## src/rtl/l2_fence_ctrl.sv

```systemverilog
// l2_fence_ctrl
// Sequences an L2 fence from decoder acceptance to completion.
//   Release fences first drain the write buffer. Every fence with a set
//   acq or rel bit then waits until all MSHRs are free. Acquire fences
//   then sweep every L2 set/way for self-invalidation, one entry per
//   granted ongoing-fence slot. A fence with neither bit set completes
//   immediately.
// Ports:
//   clk, rst           clock, synchronous active-high reset
//   fence_start        one-cycle pulse, decoder accepted a fence
//   fence_acq/rel      fence type bits, sampled with fence_start
//   mshr_cnt           free MSHR count (N_MSHR when idle)
//   drain_done         write buffer empty acknowledge
//   sweep_grant        decoder granted an ongoing-fence slot
//   sweep_hold         datapath cannot take a sweep step this cycle
//   ongoing_fence      fence in progress (any state but IDLE)
//   drain_in_progress  write-buffer drain active
//   drain_req          pulse on the first drain cycle
//   sweep_valid        sweep_set/sweep_way hold a valid index
//   sweep_set/way      current sweep index
//   fence_done         one-cycle completion pulse
module l2_fence_ctrl #(
  parameter int L2_SETS = 256,
  parameter int L2_WAYS = 8,
  parameter int N_MSHR  = 4,
  parameter int MSHR_W  = 3
) (
  input  logic                       clk,
  input  logic                       rst,
  input  logic                       fence_start,
  input  logic                       fence_acq,
  input  logic                       fence_rel,
  input  logic [MSHR_W-1:0]          mshr_cnt,
  input  logic                       drain_done,
  input  logic                       sweep_grant,
  input  logic                       sweep_hold,
  output logic                       ongoing_fence,
  output logic                       drain_in_progress,
  output logic                       drain_req,
  output logic                       sweep_valid,
  output logic [$clog2(L2_SETS)-1:0] sweep_set,
  output logic [$clog2(L2_WAYS)-1:0] sweep_way,
  output logic                       fence_done
);

  localparam int SET_W = $clog2(L2_SETS);
  localparam int WAY_W = $clog2(L2_WAYS);
  localparam logic [SET_W-1:0]  SET_LAST  = SET_W'(L2_SETS - 1);
  localparam logic [WAY_W-1:0]  WAY_LAST  = WAY_W'(L2_WAYS - 1);
  localparam logic [MSHR_W-1:0] MSHR_IDLE = MSHR_W'(N_MSHR);

  typedef enum logic [2:0] {
    ST_IDLE      = 3'd0,
    ST_DRAIN     = 3'd1,
    ST_WAIT_MSHR = 3'd2,
    ST_SWEEP     = 3'd3,
    ST_DONE      = 3'd4
  } state_t;

  state_t           state_r;
  state_t           next_state_s;
  logic             acq_r;
  logic             rel_r;
  logic [SET_W-1:0] set_r;
  logic [WAY_W-1:0] way_r;
  logic             step_s;
  logic             last_s;

  logic ongoing_s;
  logic drain_ip_s;
  logic drain_req_s;
  logic sweep_valid_s;
  logic fence_done_s;

  logic ongoing_r;
  logic drain_ip_r;
  logic drain_req_r;
  logic sweep_valid_r;
  logic fence_done_r;

  // A held grant is a no-op; last_s marks the final set/way of the sweep.
  assign step_s = sweep_grant & ~sweep_hold;
  assign last_s = (set_r == SET_LAST) && (way_r == WAY_LAST);

  // State register.
  always_ff @(posedge clk) begin
    if (rst) begin
      state_r <= ST_IDLE;
    end else begin
      state_r <= next_state_s;
    end
  end

  // Next-state logic.
  always_comb begin
    next_state_s = state_r;
    case (state_r)
      ST_IDLE: begin
        if (fence_start) begin
          if (fence_rel) begin
            next_state_s = ST_DRAIN;
          end else if (fence_acq) begin
            next_state_s = ST_WAIT_MSHR;
          end else begin
            next_state_s = ST_DONE;
          end
        end else begin
          next_state_s = ST_IDLE;
        end
      end
      ST_DRAIN: begin
        if (drain_done) begin
          next_state_s = ST_WAIT_MSHR;
        end else begin
          next_state_s = ST_DRAIN;
        end
      end
      ST_WAIT_MSHR: begin
        if (mshr_cnt == MSHR_IDLE) begin
          if (acq_r) begin
            next_state_s = ST_SWEEP;
          end else begin
            next_state_s = ST_DONE;
          end
        end else begin
          next_state_s = ST_WAIT_MSHR;
        end
      end
      ST_SWEEP: begin
        if (step_s && last_s) begin
          next_state_s = ST_DONE;
        end else begin
          next_state_s = ST_SWEEP;
        end
      end
      ST_DONE: begin
        next_state_s = ST_IDLE;
      end
      default: begin
        next_state_s = ST_IDLE;
      end
    endcase
  end

  // Output decode from the next state, so the registered outputs are Moore
  // outputs of the state they accompany. drain_req fires on DRAIN entry.
  always_comb begin
    ongoing_s     = (next_state_s != ST_IDLE);
    drain_ip_s    = (next_state_s == ST_DRAIN);
    sweep_valid_s = (next_state_s == ST_SWEEP);
    fence_done_s  = (next_state_s == ST_DONE);
    drain_req_s   = (state_r == ST_IDLE) && (next_state_s == ST_DRAIN);
  end

  // Output registers.
  always_ff @(posedge clk) begin
    if (rst) begin
      ongoing_r     <= 1'b0;
      drain_ip_r    <= 1'b0;
      drain_req_r   <= 1'b0;
      sweep_valid_r <= 1'b0;
      fence_done_r  <= 1'b0;
    end else begin
      ongoing_r     <= ongoing_s;
      drain_ip_r    <= drain_ip_s;
      drain_req_r   <= drain_req_s;
      sweep_valid_r <= sweep_valid_s;
      fence_done_r  <= fence_done_s;
    end
  end

  // Fence type flags: latched only when a fence is accepted in IDLE,
  // cleared as the fence retires.
  always_ff @(posedge clk) begin
    if (rst) begin
      acq_r <= 1'b0;
      rel_r <= 1'b0;
    end else if ((state_r == ST_IDLE) && fence_start) begin
      acq_r <= fence_acq;
      rel_r <= fence_rel;
    end else if (state_r == ST_DONE) begin
      acq_r <= 1'b0;
      rel_r <= 1'b0;
    end else begin
      acq_r <= acq_r;
      rel_r <= rel_r;
    end
  end

  // Sweep index counters: way is the fast index; the final step returns
  // both to zero so the next acquire starts at (0,0).
  always_ff @(posedge clk) begin
    if (rst) begin
      set_r <= '0;
      way_r <= '0;
    end else if ((state_r == ST_SWEEP) && step_s) begin
      if (last_s) begin
        set_r <= '0;
        way_r <= '0;
      end else if (way_r == WAY_LAST) begin
        set_r <= set_r + SET_W'(1);
        way_r <= '0;
      end else begin
        set_r <= set_r;
        way_r <= way_r + WAY_W'(1);
      end
    end else begin
      set_r <= set_r;
      way_r <= way_r;
    end
  end

  assign ongoing_fence     = ongoing_r;
  assign drain_in_progress = drain_ip_r;
  assign drain_req         = drain_req_r;
  assign sweep_valid       = sweep_valid_r;
  assign fence_done        = fence_done_r;
  assign sweep_set         = set_r;
  assign sweep_way         = way_r;

endmodule
```

## config.mk

```make
export PLATFORM = sky130hd
export DESIGN_NAME = l2_fence_ctrl
export DESIGN_NICKNAME = d
export VERILOG_FILES = /design/src/rtl/l2_fence_ctrl.sv
export SDC_FILE = /design/constraint.sdc
export NUM_CORES = 1
export LEC_CHECK = 0
export ABC_AREA = 1
export BUFFER_PORTS_ARGS = -buffer_cell sky130_fd_sc_hd__buf_2
export CAP_MARGIN = 20
export CORE_ASPECT_RATIO = 0.5
export CORE_UTILIZATION = 38
export CTS_BUF_LIST = sky130_fd_sc_hd__clkbuf_4
export DETAILED_ROUTE_END_ITERATION = 10
export HOLD_SLACK_MARGIN = 0.06
export PLACE_DENSITY = 0.73
export SETUP_SLACK_MARGIN = 0.3
export SYNTH_ARGS = -nofsm -noshare
export SYNTH_HDL_FRONTEND = slang
export SYNTH_SLANG_ARGS = --single-unit
```

## constraint.sdc

```tcl
create_clock -name clk -period 2.4 [get_ports clk]
set_clock_uncertainty 0.05 [all_clocks]
set_input_delay 0.36 -clock clk [delete_from_list [all_inputs] [get_ports clk]]
set_output_delay 0.36 -clock clk [all_outputs]
set_load 0.05 [all_outputs]
```

# ---- Yosys cells after proc, flatten, opt, wreduce, memory -nomap -nowiden
# Index checks and enable logic that the tools add are counted.
dict set report word_totals {
  output_inout_bits 16
  in_bits 11
  elab_cells 47
  ff_bits 20
}
dict set report op_classes {
  add_sub_neg 2
  n_eq_ne 10
  n_mux 14
  n_reduce_logical 10
  bitwise 2
}
# operator count
set op_table {}
lappend op_table {{$mux 3} 8}
lappend op_table {{$mux 8} 2}
lappend op_table {{$eq 3x3->1 const B} 4}
lappend op_table {{$pmux 3 s4} 1}
lappend op_table {{$eq 3x2->1 const B} 3}
lappend op_table {{$add 8x1->8 const B} 1}
lappend op_table {{$eq 8x8->1 const B} 1}
lappend op_table {{$eq 3x1->1 const B} 2}
lappend op_table {{$logic_and 1x1->1} 5}
lappend op_table {{$reduce_bool 2->1} 2}
lappend op_table {{$add 3x1->3 const B} 1}
lappend op_table {{$logic_not 3->1} 1}
lappend op_table {{$reduce_bool 3->1} 1}
lappend op_table {{$mux 1} 2}
lappend op_table {{$mux 2} 1}
lappend op_table {{$reduce_and 2->1} 1}
lappend op_table {{$and 1x1->1} 1}
lappend op_table {{$not 1->1} 1}

# ---- Depth between registers and ports, before layout
dict set report depth {
  word_depth 7
  ltp_mapped 9
  depth_no_buf 9
}

# ---- Least setup slack after synthesis
# OpenSTA, ideal clock, no wires.
dict set report synth_path {
  path_type {register to register}
  startpoint {reg set_r[0] (netlist: sweep_set[0])}
  endpoint {reg set_r[2] (netlist: sweep_set[2])}
  required_ns 2.232
  stages_incl_launch_ff 9
  setup_time_ns 0.118
  n_path_buf 0
  arrival_ns 1.634
  setup_slack_ns 0.598
  synth_period_minus_slack_ns 1.802
  cell_sequence {dfxtp_1 -> ha_1 -> nand3_1 -> nor2_1 -> nand3_1 -> nand2_1 -> inv_1 -> nand2_1 -> nor2_1}
}
dict set report synth_via {
  elab_chain_cells 4
  elab_cells_between_ends 7
  classes_between {add/sub (1); eq/ne (1); mux (2); reduce/logical (3)}
}
# item line_no
set synth_lines {}
lappend synth_lines {{start: declaration} 64} ;# logic [SET_W-1:0] set_r;
lappend synth_lines {{start signal: assignment} 201} ;# set_r <= set_r + SET_W'(1);
lappend synth_lines {{start signal: assignment} 204} ;# set_r <= set_r;
lappend synth_lines {{start signal: assignment} 208} ;# set_r <= set_r;
lappend synth_lines {{parallel branches: the longest is 4 deep, another holds $add 8x1->8} --}
# Several ways; the timed one is not identified. The select of a mux whose other input is x is not followed.
# A chain may end at the register's enable or synchronous reset.

# ---- Final worst setup path
# Same ends and word-level chain as after synthesis.

==> metrics.cfg <==
[outcome]
outcome = finished clean

[yosys]
ys_warn_count = 0
synth-compound-area-share_pct = 8.61
yosys.area.top_type = dfxtp_1
synthTopCellsByArea = dfxtp_1 39%, nand2_1 14%, inv_1 8.5%
seq_area_frac_synth_pct = 39.4
synthAdderAreaFrac_pct = 3.69
synth_seq_cells = 20
syn_avg_cell_area_um2 = 6.69
yosysUniqueCellTypes = 22
synth_top_area_share_pct = 39.4
synthesis.area_um2 = 1020
synth_simple_gate_area_share_pct = 35.8
syn_inst = 152
synth_top_family_by_area = simple AND/OR/NAND/NOR gates
yosys.area_share.xor_xnor_pct = 1.72
synth_nets = 166
synth_mux_area_share_pct = 0

[clocking]
numCtsBuffers = 3
clockBufferDepth = 2
clkTransAtPathRegs_ns = 0.12
post_cts_buffers = 0
clk_root_buffer_cell = clkbuf_4
holdBufCountCts = 0
cts.sinks = 20
ctsResizeCount = 0
cts_htree_levels = 1
clkLatencyLatePin_ns = 0.30
cts_tree = yes

[pwr]
power.switching_w = 0.000171
power_leakage_nw = 0.635
power.internal_w = 0.000428
combPwrFrac_pct = 13.7
p_per_area_nw_per_um2 = 499
switching_share_pct = 28.6
p_clk_share_pct = 27.9
ir_drop_mv = 0.200
p_total_w = 0.000600
p_seq_share_pct = 58.4

[routing]
drc = 0
vias_per_cell = 4.58
wl_um = 2110
ant_nets = 0
drt_iter0_markers = 53
dr.pass1.iters = 4
dr_total_vias = 985
post_drt_wl_per_cell_um = 9.83

[grt]
antenna_found_initial = 0
grt_first_pass_wirelength_um = 3590
gr-total-overflow = 0
grt_util_all_layers_pct = 17.5
grt_pass1_vias = 850
grt_start_max_net_pins = 12

[floorplan]
die_y_um = 38.6
num_rows = 12
die_w_um = 75.2
ioPinCount = 27
die_area_um2 = 2900
start_util_pct = 42.9
coreArea_um2 = 2370

[cells_and_area]
drive_gt1_share_pct = 18.9
finalInstanceArea_um2 = 1200
final_nets = 195
antenna_cells = 0
synthToLayoutAreaGrowth_pct = 18.2

[placed_design]
gp_congestion = 0.858
place_area_um2 = 1180
hpwl_um = 1640
port_buffers = 26

[sta]
hold_viol_final = 0
max_slew.worst_pin.slew_ns = 0.259
max_freq_mhz = 623
fin_crit_ns = 1.60
slew-limit-headroom_pct = 82.7
rsz0062_at_grt = no
setup_viol = 0
drv_slew = 0
fin_tns_setup_ns = 0
fin_crit_sh_pct = 66.8

[critical_path]
r2r_start = sweep_set[0]
cp-end-kind = flop
worstSetupPathType = reg -> reg
worstPathArrival_ns = 1.77
rr_worst_depth = 8
startpoint = sweep_set[0]
startpoint_type = flop
crit_required_ns = 2.56
cp_max_fo = 5

[worst_hold_path]
hp-class = in -> reg
hold_start = rst
min_path_cells = 2

[run]
maxCapViolations = 0

## path summary, 6_finish.rpt
path	to	slack, ns
worst min-delay path	sweep_set[7]	0.28
worst max register to register	sweep_set[2]	0.80
worst max-delay path	sweep_set[2]	0.80
worst min register to register	sweep_way[1]	0.45
## registers in the layout, summed over array words and instances, names as in the netlist
register           count
acq_r                  1
drain_in_progress      1
drain_req              1
fence_done             1
ongoing_fence          1
state_r                3
sweep_set              8
sweep_valid            1
sweep_way              3
## cell type report
type	count	area, µm²
repair buffers	26	130
multi-input cells	105	507
fillers	264	1170
flip-flops and latches	20	400
clock inverters	1	3.75
inverters	25	95.1
well taps	35	43.8
clock buffers	3	22.5
## power by group through the flow
stage,Combinational (W),Clock (W),Sequential [W]
2_1_floorplan,0.0000381,0,0.000378
3_3_place_gp,0.0000813,0,0.000358
3_5_place_dp,0.0000821,0,0.000358
4_1_cts,0.0000825,0.000174,0.000350
5_1_grt,0.0000926,0.000193,0.000352
6_report,0.0000820,0.000167,0.000350
## kinds of logic after synthesis
group / Yosys count
AO/OA/AOI/OAI: 16
flip-flops: 20
AND/OR/NAND/NOR: 84
adder cells (fa/ha/maj): 3
XOR/XNOR: 2
buffers and inverters: 27
## worst max-delay path, cell delays in order, from the launching register on
cell and delay [ns]:
dfxtp_1 0.42, ha_1 0.20, nand3_1 0.13, nor2_1 0.24, nand3_1 0.15, nand2_1 0.15
inv_1 0.07, nand2_1 0.07, nor2_1 0.03
## Yosys cell counts, drive strengths merged
| cell type | count |
|---|---|
| inv | 24 |
| o21a | 1 |
| nand3b | 1 |
| xor2 | 2 |
| nor3 | 2 |
| clkinv | 1 |
| nor2 | 24 |
| dfxtp | 20 |
| nand3 | 14 |
| buf | 2 |
| nand2 | 39 |
| ha | 3 |
| o21ai | 5 |
| a21oi | 9 |
| nand4 | 4 |
| o211a | 1 |
## metrics by stage
step / hold slack (ns) / cells / utilization [%] / setup WS (ns)
after floorplan: 0.416 / 152 / - / 0.598
after global placement: 0.428 / 211 / 49.6 / 0.890
after detailed placement: 0.433 / 211 / 49.6 / 0.826
after CTS: 0.284 / 215 / 50.7 / 0.802
after global routing: 0.284 / 215 / 50.7 / 0.593
final: 0.279 / 215 / 50.7 / 0.796
## layer usage
| metal | up-vias | part of all wire, % | global-route usage (%) |
|---|---|---|---|
| li1 | 533 | - | - |
| met1 | 426 | 51 | 22.3 |
| met2 | 24 | 43 | 27.9 |
| met3 | 2 | 5.8 | 6.25 |
| met4 | 0 | 0.62 | 5.56 |
| met5 | - | 0 | 0 |
## cells in the final DEF (no fill, tap or decap)
cell      netlist  layout
nand2_1        38      38
clkinv_2        1       1
o21ai_1         1       1
buf_2           0      26
o21a_1          1       1
inv_1          23      23
clkinv_1        0       1
inv_2           1       1
xor2_1          2       2
nand4_1         4       4
nand3_2         1       1
nor2_4          1       1
nor2_1         23      23
nand3_1        13      13
nand2_2         1       1
a21oi_1         9       9
nor3_1          2       2
nand3b_1        1       1
ha_1            3       3
clkbuf_4        0       3
dfxtp_1        20      20
o211a_1         1       1
o21ai_0         4       4
Note: power is estimated with default switching activity, not from simulation.
